### src/rtl/dose_timer_pkg.sv
// Shared definitions for the dose timer: FSM state encoding, motor channel
// indices, display codes and the largest digit that produces a dose.
package dose_timer_pkg;

    typedef enum logic [1:0] {
        IDLE = 2'b00,
        RUN  = 2'b01,
        DONE = 2'b10
    } state_e;

    localparam logic [1:0] CH_R = 2'd2;
    localparam logic [1:0] CH_Y = 2'd1;
    localparam logic [1:0] CH_B = 2'd0;

    localparam logic [4:0] BLANK = 5'd16;
    localparam logic [4:0] DASH  = 5'd17;

    localparam int unsigned MAX_DIGIT = 9;

    // Channel index to motor / flag bit position ([2]=R, [1]=Y, [0]=B).
    function automatic logic [2:0] chan_onehot(input logic [1:0] ch);
        return 3'b001 << ch;
    endfunction

endpackage

### src/rtl/dose_timer_prescaler.sv
// Clearable free-running counter that divides the clock into dosing units;
// wrap_o pulses combinationally on the last tick of each unit while enabled.
module unit_prescaler #(
    parameter int unsigned TICKS_PER_UNIT = 50_000_000
) (
    input  logic clk,
    input  logic reset,
    input  logic clr_i,
    input  logic en_i,
    output logic wrap_o
);

    localparam int unsigned CNT_W = (TICKS_PER_UNIT > 1) ? $clog2(TICKS_PER_UNIT) : 1;
    localparam logic [CNT_W-1:0] LAST = CNT_W'(TICKS_PER_UNIT - 1);

    logic [CNT_W-1:0] cnt_q;
    logic [CNT_W-1:0] cnt_d;

    always_comb begin
        cnt_d = cnt_q;
        if (clr_i) begin
            cnt_d = '0;
        end else if (en_i) begin
            cnt_d = (cnt_q == LAST) ? '0 : cnt_q + CNT_W'(1);
        end
    end

    always_ff @(posedge clk or negedge reset) begin
        if (!reset) begin
            cnt_q <= '0;
        end else begin
            cnt_q <= cnt_d;
        end
    end

    assign wrap_o = en_i && (cnt_q == LAST);

endmodule

### src/rtl/dose_timer.sv
// Converts the three latched colour digits into timed, one-at-a-time motor runs
// and returns a per-colour completion level to the colour-mixing FSM.
module dose_timer
    import dose_timer_pkg::*;
#(
    parameter int unsigned TICKS_PER_UNIT = 50_000_000,
    parameter int unsigned DIGIT_W        = 5
) (
    input  logic               clk,
    input  logic               reset,
    input  logic [DIGIT_W-1:0] dig_R,
    input  logic [DIGIT_W-1:0] dig_Y,
    input  logic [DIGIT_W-1:0] dig_B,
    input  logic [2:0]         Motores,
    output logic [2:0]         motor_drive,
    output logic               t_R,
    output logic               t_Y,
    output logic               t_B,
    output logic               busy,
    output logic               err
);

    state_e     state_q;
    logic [1:0] chan_q;
    logic [3:0] units_q;
    logic [2:0] drive_q;
    logic [2:0] done_q;
    logic       busy_q;
    logic       err_q;

    logic       req_single_d;
    logic       req_multi_d;
    logic [1:0] req_chan_d;
    logic [3:0] req_units_d;
    logic       chan_held_d;
    logic       unit_wrap;

    // Blank, dash and any other non-digit code doses nothing.
    function automatic logic [3:0] digit_units(input logic [DIGIT_W-1:0] dig);
        if (DIGIT_W'(MAX_DIGIT) < dig) begin
            return 4'd0;
        end
        return 4'(dig);
    endfunction

    always_comb begin
        req_single_d = 1'b0;
        req_multi_d  = 1'b0;
        req_chan_d   = CH_B;
        req_units_d  = 4'd0;
        case (Motores)
            3'b000: begin
            end
            3'b100: begin
                req_single_d = 1'b1;
                req_chan_d   = CH_R;
                req_units_d  = digit_units(dig_R);
            end
            3'b010: begin
                req_single_d = 1'b1;
                req_chan_d   = CH_Y;
                req_units_d  = digit_units(dig_Y);
            end
            3'b001: begin
                req_single_d = 1'b1;
                req_chan_d   = CH_B;
                req_units_d  = digit_units(dig_B);
            end
            default: begin
                req_multi_d = 1'b1;
            end
        endcase
        chan_held_d = Motores[chan_q];
    end

    unit_prescaler #(
        .TICKS_PER_UNIT(TICKS_PER_UNIT)
    ) u_prescaler (
        .clk    (clk),
        .reset  (reset),
        .clr_i  (state_q == IDLE),
        .en_i   (state_q == RUN),
        .wrap_o (unit_wrap)
    );

    always_ff @(posedge clk or negedge reset) begin
        if (!reset) begin
            state_q <= IDLE;
            chan_q  <= 2'd0;
            units_q <= 4'd0;
            drive_q <= 3'b000;
            done_q  <= 3'b000;
            busy_q  <= 1'b0;
            err_q   <= 1'b0;
        end else begin
            case (state_q)
                IDLE: begin
                    if (req_multi_d) begin
                        err_q <= 1'b1;
                    end else if (req_single_d) begin
                        chan_q  <= req_chan_d;
                        units_q <= req_units_d;
                        if (req_units_d == 4'd0) begin
                            state_q <= DONE;
                        end else begin
                            state_q <= RUN;
                            drive_q <= chan_onehot(req_chan_d);
                            busy_q  <= 1'b1;
                        end
                    end
                end
                RUN: begin
                    // A dropped request wins over a coincident last-unit wrap.
                    if (!chan_held_d) begin
                        state_q <= IDLE;
                        drive_q <= 3'b000;
                        busy_q  <= 1'b0;
                    end else if (unit_wrap) begin
                        units_q <= units_q - 4'd1;
                        if (units_q == 4'd1) begin
                            state_q <= DONE;
                            drive_q <= 3'b000;
                            busy_q  <= 1'b0;
                            done_q  <= chan_onehot(chan_q);
                        end
                    end
                end
                DONE: begin
                    if (chan_held_d) begin
                        done_q <= chan_onehot(chan_q);
                    end else begin
                        done_q  <= 3'b000;
                        state_q <= IDLE;
                    end
                end
                default: begin
                    state_q <= IDLE;
                    drive_q <= 3'b000;
                    done_q  <= 3'b000;
                    busy_q  <= 1'b0;
                end
            endcase
        end
    end

    assign motor_drive = drive_q;
    assign t_R         = done_q[CH_R];
    assign t_Y         = done_q[CH_Y];
    assign t_B         = done_q[CH_B];
    assign busy        = busy_q;
    assign err         = err_q;

endmodule

### config.mk
export PLATFORM = sky130hd
export DESIGN_NAME = dose_timer
export DESIGN_NICKNAME = d
export VERILOG_FILES = /design/src/rtl/dose_timer_pkg.sv /design/src/rtl/dose_timer_prescaler.sv /design/src/rtl/dose_timer.sv
export SDC_FILE = /design/constraint.sdc
export NUM_CORES = 1
export LEC_CHECK = 0
export CORE_MARGIN = 2
export CORE_UTILIZATION = 60
export CTS_CLUSTER_SIZE = 20
export DETAILED_ROUTE_END_ITERATION = 16
export DONT_BUFFER_PORTS = 1
export PLACE_DENSITY = 0.76
export SYNTH_ARGS = -nofsm -noshare
export SYNTH_HDL_FRONTEND = slang
export SYNTH_SLANG_ARGS = --single-unit
### constraint.sdc
create_clock -name clk -period 2.3 [get_ports clk]
set_clock_uncertainty 0.1 [all_clocks]
set_input_delay 0 -clock clk [delete_from_list [all_inputs] [get_ports clk]]
set_output_delay 0 -clock clk [all_outputs]
set_load 0.01 [all_outputs]
==> metrics.txt, run 1 <==
Clk Latency, worst-skew pair 0.30 ns; Max stage delay on crit path approximately 0.4 ns; register area share after synthesis 0.386; vias 2,481; dpl hpwl around 4300 um; max_cap viols 0; die width slightly above 70 um; largest cells by area after synthesis dfrtp_1, o21ai_0, nand3_1; Mapped Cells 304; Int Pwr 1.49 mW; grt ovf 0; final wirelength 6350 um; Final Cell Area 3080 sq um; VDD IR max 0.520 mV; CTS Buf Count 5; Post-Route Setup TNS 0 ns; placed instance area 2860 sq um; number of I/O pins 28; Mapped Area 2720 sq um; number of diodes 0; largest net degree at the start of global routing 43; Clock power frac 0.206; Core ar. 4350 sq um; relative slew slack 0.590; Hold Vio Cnt, Final 0; Leakage 1.30 nW; slowest cell on the critical path dfrtp_1; clk sinks 42; initial antenna violation count 0; FF+latch area 1050 sq um; FP Rows 24; Synth Flop Type dfrtp_1; CTS tree done; Initial Utilization 0.625; Clock Tree Buf Depth 2; Multi-input gate area 1580 sq um; WL/cell approximately 17 um; number of DRC markers in iteration 0 229; final setup fails 0; first-pass GRT wire length 11,000 um; final net count 352; root buffer cell clkbuf_8; drt first pass iters 4; Cell Pwr Density around 810 nW/um^2; Combinational Power Share 0.400; YS warnings 0; status completed; Final ANT Viol Nets 0; final worst slack 0.122 ns; Min Hold Slack 0.00407 ns; gpl congestion roughly 0.76; drt via density 6.55; maximum level of the CTS H-tree 2; DRC 0; Port Buffers 0; cell breakdown of the critical path ha_1 > and4_4 > nand3_4 > buf_4 > nor4_4 > o21ai_2 > or2_4 > o31ai_2; Synth cell types 59; post-synth top area share 0.386; most frequent cells in the layout o21ai_0, dfrtp_1, nand2_1, nand3_1, buf_4; Die Footprint 5090 sq um; pre-CTS WS 0.0411 ns; Reg clk slew, reported paths roughly 0.09 ns; Tot Pwr 2.49 mW; Synth Register Bits 42; Critical Path Fanout Max 6; switching power 1.00 mW; Chip Height 71.4 um; average size of a mapped cell about 9 sq um; fillers 347; FFs w/ async S/R, synth 1.00; number of synthesized flops with an enable pin 0; switching share of power 0.403; f_max 459 MHz; Final Max Tran Viols 0; Setup crit end kind register; CP delay by family, top simple AND/OR/NAND/NOR gates; crit path buf inv count 1; Synth area leader dfrtp_1; Syn Nets 330; crit start category register; worst hold path class in2reg; Final min period between 2 and 2.5 ns; GRT Overall Usage 0.266; Worst Tran Pin Value 0.614 ns; final worst path period share 0.947; CP Data Required Time 2.42 ns; fraction of layout cells with a size suffix above 1 0.153; Worst Path Arrival between 2 and 2.5 ns; number of global-route vias before repair 2,535; sequential share of power 0.394; WS Path Type reg2reg; area added between synthesis and finish 13.2%
metal layers:
metal	share of wire	routed length (um)	vias up	GRT usage
met3	0.053	334	18	0.0534
li1	-	-	1182	-
met4	0.026	164	0	0.117
met1	0.42	2690	1206	0.324
met2	0.50	3160	75	0.458
met5	0	0	-	0
path summary, 6_finish.rpt:
check,startpoint,end,slack [ns],depth (start not counted)
min,dig_Y[3],units_q[3],0.004,4
max,u_prescaler.cnt_q[0],motor_drive[2],0.12,8
min reg2reg,u_prescaler.cnt_q[14],u_prescaler.cnt_q[14],0.40,1
max reg2reg,u_prescaler.cnt_q[0],motor_drive[2],0.12,8
min in group asynchronous,reset,u_prescaler.cnt_q[22],0.10,2
max in group asynchronous,reset,u_prescaler.cnt_q[19],1.79,2
synth_stat cells (all sizes together) (2+ instances only):
library cell	n
o21ai	45
dfrtp	42
nand2	32
nand3	25
nor2	16
inv	11
a31oi	9
buf	9
nand4	9
a21oi	8
o31ai	8
and3	6
ha	6
nor2b	6
and4	5
clkbuf	5
nor3	5
nor4	5
nor4b	5
nor3b	4
and2	3
mux2	3
mux2i	3
o211ai	3
o22ai	3
a21o	2
a221o	2
a22o	2
a22oi	2
nand3b	2
xnor2	2
xor2	2
cell families after synthesis:
family                   after synthesis  synth area share
multiplexers                           6            0.0234
XOR/XNOR                               4            0.0129
adder cells (fa/ha/maj)                7            0.0312
AO/OA/AOI/OAI                         93             0.218
buffers and inverters                 25            0.0450
flip-flops                            42             0.386
AND/OR/NAND/NOR                      127             0.284
stage by stage:
| stage | std cells | utilization |
|---|---|---|
| final | 379 | 0.708 |
| after global routing | 379 | 0.708 |
| after CTS | 378 | 0.698 |
| after detailed placement | 363 | 0.658 |
| after global placement | 363 | 0.658 |
| after floorplan | 304 | - |
registers in the layout, summed over array words and instances, names as in the netlist:
signal	cells
err	1
chan_q	2
busy	1
u_prescaler.cnt_q	26
done_q	3
state_q	2
units_q	4
motor_drive	3
cell type report:
class / instances / area share
Multi-Input combinational cell: 237 / 0.511
Sequential cell: 42 / 0.341
Timing Repair Buffer: 29 / 0.0820
Clock buffer: 6 / 0.0268
Tap cell: 52 / 0.0211
Inverter: 11 / 0.0134
Clock inverter: 2 / 0.00406
power by group through the flow:
stage / Clock [mW] / Combinational (mW) / Sequential, mW
3_5_place_dp: 0 / 0.901 / 0.992
5_1_grt: 0.542 / 1.13 / 1.00
2_1_floorplan: 0 / 0.713 / 0.965
4_1_cts: 0.518 / 0.959 / 0.979
6_report: 0.514 / 0.996 / 0.982
3_3_place_gp: 0 / 0.877 / 0.990
worst reg2reg max path: cells and delay by family, from the launching register on:
kind | cells | cell delay (ns)
AND/OR/NAND/NOR | 4 | 0.93
flip-flops | 1 | 0.40
AO/OA/AOI/OAI | 2 | 0.31
buffers and inverters | 1 | 0.19
adder cells (fa/ha/maj) | 1 | 0.18
timing repair:
action                                  4_1_cts  5_1_grt
hold buffers                                  7        0
endpoints found under the setup margin        0       18
resized for setup                             0        9
endpoints found under the hold margin        49        0
buffers inserted                              0        1
(Power assumes the default switching activity.)
==> run 2: changes to the inputs <==
- CELL_PAD_IN_SITES_DETAIL_PLACEMENT: unset -> 1
- CELL_PAD_IN_SITES_GLOBAL_PLACEMENT: unset -> 2
- CORE_UTILIZATION: 60 -> 39
- HOLD_SLACK_MARGIN: unset -> 0.03
- PLACE_DENSITY: 0.76 -> unset
- PLACE_DENSITY_LB_ADDON: unset -> 0.1
- clock period: 2.3 -> 2.1 ns (I/O delays scaled with it)
==> metrics.txt, run 2 (synthesized netlist as in run 1, its figures left out) <==
number of DRC markers in iteration 0 a little over 100; FP Rows 30; Most flops, register u_prescaler.cnt_q; Port Buffers 0; CTS tree done; Clk Latency, worst-skew pair 0.30 ns; most frequent cells in the layout dfrtp_1, buf_4, o21ai_0, nand2_1, nand3_1; Reg clk slew, reported paths 0.09 ns; vias 2,494; final setup fails 0; number of I/O pins 28; sequential share of power 0.368; dpl hpwl 5250 um; DRC 0; max_cap viols 0; Clock power frac 0.192; f_max about 480 MHz; pre-CTS WS ~0.025 ns; switching power 1.17 mW; first-pass GRT wire length 12,400 um; VDD IR max between 0.4 and 0.5 mV; final worst path period share 0.999; gpl congestion 0.779; Setup crit end kind register; Core ar. slightly below 7000 sq um; Final Max Tran Viols 0; switching share of power 0.403; fraction of layout cells with a size suffix above 1 0.233; CTS Buf Count 5; drt first pass iters 4; initial antenna violation count 0; area added between synthesis and finish 22.9%; RSZ-0062 raised after global routing yes; number of global-route vias before repair 2,603; commonest non-fill, non-tap cell in the layout dfrtp_1; die width 87.6 um; placed insts 407; largest net degree at the start of global routing between 40 and 50; clk sinks 42; Hold Vio Cnt, Final 0; Largest register FFs 26; Final Cell Area 3350 sq um; Initial Utilization 0.403; Tot Pwr 2.92 mW; WS Path Type reg2reg; grt ovf 0; Cell Pwr Density around 870 nW/um^2; Clock Tree Buf Depth 2; GRT Overall Usage 0.203; WL/cell 17.6 um; Worst Path Arrival 2.18 ns; CP Data Required Time 2.18 ns; Final ANT Viol Nets 0; placed instance area 3040 sq um; drt via density 5.83; Critical Path Fanout Max 6; Post-Route Setup TNS 0 ns; Combinational Power Share 0.440; Leakage 1.43 nW; final worst slack approximately 0.0023 ns; crit start category register; non-filler instance count after layout approximately 430; R2R Setup Slk 0.002 ns; number of diodes 0; Worst Tran Pin Value approximately 0.45 ns; top flop regs u_prescaler.cnt_q: 26 flops, units_q: 4 flops; Die Footprint 7670 sq um; root buffer cell clkbuf_8; status completed; Chip Height 87.6 um; maximum level of the CTS H-tree 2; relative slew slack 0.695; worst hold path class in2reg; Final min period 2.10 ns; final net count 373; Int Pwr 1.74 mW; final wirelength 7520 um
-- run 2: changes by cell type in the layout (fill, tap and decap cells not counted), sizes merged --
cell         previous run  this run
buf                    23        43
clkbuf                  6         7
clkinvlp                1         0
dlygate4sd3             6         7
-- run 2: final cells by class --
cell class / instances / area, sq um
multi-input combinational: 237 / 1630
tap: 80 / 100
inverter: 11 / 41.3
fill: 796 / 3410
clock inverter: 1 / 5.00
sequential: 42 / 1050
clock buffer: 7 / 86.3
timing repair buffer: 50 / 428
-- run 2: final timing paths --
path	cells past startpoint	end	start
setup reg to reg	8	done_q[0]	u_prescaler.cnt_q[1]
min in group asynchronous	2	u_prescaler.cnt_q[23]	reset
hold reg to reg	1	u_prescaler.cnt_q[14]	u_prescaler.cnt_q[14]
hold / removal	3	units_q[2]	dig_B[2]
max in group asynchronous	2	u_prescaler.cnt_q[11]	reset
setup / recovery	8	done_q[0]	u_prescaler.cnt_q[1]
-- run 2: critical path: stages, from the launching register on --
cell and delay, ns:
dfrtp_1 0.36, ha_2 0.18, and4_4 0.23, nand3_4 0.12, buf_6 0.15, nor4_4 0.26
nand4_1 0.14, nand2_2 0.14, mux2_4 0.31
-- run 2: layer usage --
layer | up-vias | track usage | wire length [um]
met1 | 1234 | 0.251 | 3320
met4 | 0 | 0.0490 | 93
li1 | 1217 | - | -
met3 | 6 | 0.0405 | 246
met5 | - | 0 | 0
met2 | 37 | 0.362 | 3860
-- run 2: power by group through the flow --
stage / Clock, mW / Combinational (mW) / Sequential [mW]
CTS: 0.585 / 1.21 / 1.07
global placement: 0 / 1.13 / 1.09
global route: 0.614 / 1.43 / 1.10
detailed placement: 0 / 1.15 / 1.09
floorplan: 0 / 0.782 / 1.06
finish: 0.560 / 1.28 / 1.07
-- run 2: per-stage QoR --
| stage | hold WS [ns] | util |
|---|---|---|
| 2_1_floorplan | -0.396 | - |
| 3_3_place_gp | -0.395 | 0.450 |
| 3_5_place_dp | -0.395 | 0.450 |
| 4_1_cts | 0.0322 | 0.478 |
| 5_1_grt | 0.0684 | 0.495 |
| 6_report | 0.0397 | 0.495 |
-- run 2: repair_timing --
action	in CTS	in global routing
setup buffers	0	5
hold buffers	8	0
endpoints found under the hold margin	50	0
resized for setup	0	27
endpoints found under the setup margin	0	29
==> run 3: changes to the inputs <==
- ABC_AREA: unset -> 1
- CORE_UTILIZATION: 39 -> 36
==> metrics.txt, run 3 <==
status completed; non-filler instance count after layout 534; gpl congestion 0.822; Tot Pwr 3.03 mW; Synth area leader dfrtp_1; count leader, synth nand2_1; Largest register FFs 26; number of global-route vias before repair 2,926; relative slew slack 0.735; area added between synthesis and finish 15.6%; Leakage ~1.5 nW; average size of a mapped cell 6.94 sq um; drt via density 5.06; number of DRC markers in iteration 0 70; drt first pass iters 4; Final Cell Area 3290 sq um; Synth Flop Type dfrtp_1; Syn Nets between 400 and 500; switching share of power 0.405; final worst path period share 0.956; final worst slack roughly 0.092 ns; Cell Pwr Density between 900 and 1000 nW/um^2; Chip Height 92.9 um; sequential share of power 0.347; switching power about 1.2 mW; WL/cell 15.4 um; register area share after synthesis 0.369; worst hold path class in2reg; root buffer cell clkbuf_8; dpl hpwl 6270 um; maximum level of the CTS H-tree 2; Crit. Startpoint Motores[0]; VDD IR max ~0.41 mV; fraction of layout cells with a size suffix above 1 0.0995; initial antenna violation count 0; CP Data Required Time 2.20 ns; most frequent cells in the layout nand2_1, inv_1, nor2_1, dfrtp_1, nand3_1; GRT Overall Usage 0.204; number of diodes 0; largest net degree at the start of global routing 43; Critical R2R Launch u_prescaler.cnt_q[0]; WS Path Type in2reg; Final ANT Viol Nets 0; fillers 1,037; Port Buffers 0; Mapped Area 2850 sq um; Final Max Tran Viols 0; grt ovf 0; FFs w/ async S/R, synth 1.00; Most flops, register u_prescaler.cnt_q; FP Rows 32; Clock Tree Buf Depth 2; Core ar. 7690 sq um; pre-CTS WS 0.109 ns; Commonest cells post-synth nand2_1, inv_1, nor2_1; placed insts slightly above 500; top flop regs u_prescaler.cnt_q: 26 flops, units_q: 4 flops; Final min period between 2 and 2.5 ns; Synth Register Bits 42; crit start category primary input; Int Pwr 1.80 mW; Clock power frac 0.270; placed instance area 3010 sq um; Worst Tran Pin Value 0.394 ns; Worst Path Arrival 2.10 ns; max_cap viols 0; first-pass GRT wire length 13,900 um; die width 92.9 um; final setup fails 0; CTS tree done; number of synthesized flops with an enable pin 0; final net count 457; number of I/O pins 28; Hold Vio Cnt, Final 0; clk sinks 42; YS warnings 0; post-synth top area share 0.369; Die Footprint 8630 sq um; Critical Path Fanout Max 3; Mapped Cells 410; f_max between 400 and 500 MHz; largest cells by area after synthesis dfrtp_1, nand2_1, inv_1; DRC 0; Synth cell types 36; Initial Utilization 0.370; Reg clk slew, reported paths 0.09 ns; Setup crit end kind register; Clk Latency, worst-skew pair 0.31 ns; Combinational Power Share 0.382; commonest non-fill, non-tap cell in the layout nand2_1; final wirelength 8250 um; hold_sp dig_B[4]; CTS Buf Count 5; vias around 2,700
==> run 3: critical path, stage by stage <==
cell and delay (ns):
dlygate4sd3_1 0.56, nor2_1 0.17, nor2_1 0.07, dlygate4sd3_1 0.56, a31o_2 0.20, dlygate4sd3_1 0.55
==> run 3: kinds of logic after synthesis <==
family	Yosys count	share of synthesized area
AND/OR/NAND/NOR	236	0.381
buffers and inverters	64	0.0888
AO/OA/AOI/OAI	50	0.0980
flip-flops	42	0.369
XOR/XNOR	12	0.0369
adder cells (fa/ha/maj)	6	0.0264
==> run 3: power groups by stage <==
| stage | clock network (mW) | logic (mW) | registers [mW] |
|---|---|---|---|
| after floorplan | 0 | 0.768 | 1.04 |
| after global placement | 0 | 1.11 | 1.06 |
| after detailed placement | 0 | 1.12 | 1.07 |
| after CTS | 0.842 | 1.16 | 1.06 |
| after global routing | 0.861 | 1.32 | 1.07 |
| final | 0.818 | 1.16 | 1.05 |
==> run 3: per-layer routing <==
metal,GRT usage,share of wire,vias to the layer above
met3,0.0285,0.021,6
met5,0,0,-
met2,0.398,0.54,27
met1,0.232,0.43,1313
li1,-,-,1358
met4,0.0441,0.0089,0
==> run 3: through the flow <==
stage	util	hold WS, ns	TNS [ns]
after global placement	0.392	-0.394	0
after CTS	0.425	0.0436	0
final	0.428	0.0391	0
after global routing	0.428	0.0878	-0.00524
after detailed placement	0.392	-0.394	0
after floorplan	-	-0.396	0
==> run 3: timing repair <==
action,4_1_cts,5_1_grt
buffers inserted,0,1
hold buffers,9,0
gates resized for setup,0,3
endpoints found under the hold margin,49,0
setup endpoints to repair,0,6
==> run 3: layout make-up <==
cell class	count	area (sq um)	share of cell area
clock inverter	2	60.1	0.0183
clock buffer	6	82.6	0.0251
inverter	58	218	0.0662
tap	102	128	0.0388
timing repair buffer	20	190	0.0578
sequential	42	1050	0.320
multi-input combinational	304	1560	0.474
==> run 3: path summary, 6_finish.rpt <==
path / to / slack (ns) / depth (start not counted)
max in group asynchronous: units_q[2] / 1.60 / 2
hold reg to reg: u_prescaler.cnt_q[0] / 0.41 / 1
setup reg to reg: busy / 0.18 / 10
min in group asynchronous: u_prescaler.cnt_q[16] / 0.09 / 2
setup / recovery: err / 0.09 / 6
hold / removal: units_q[0] / 0.04 / 5
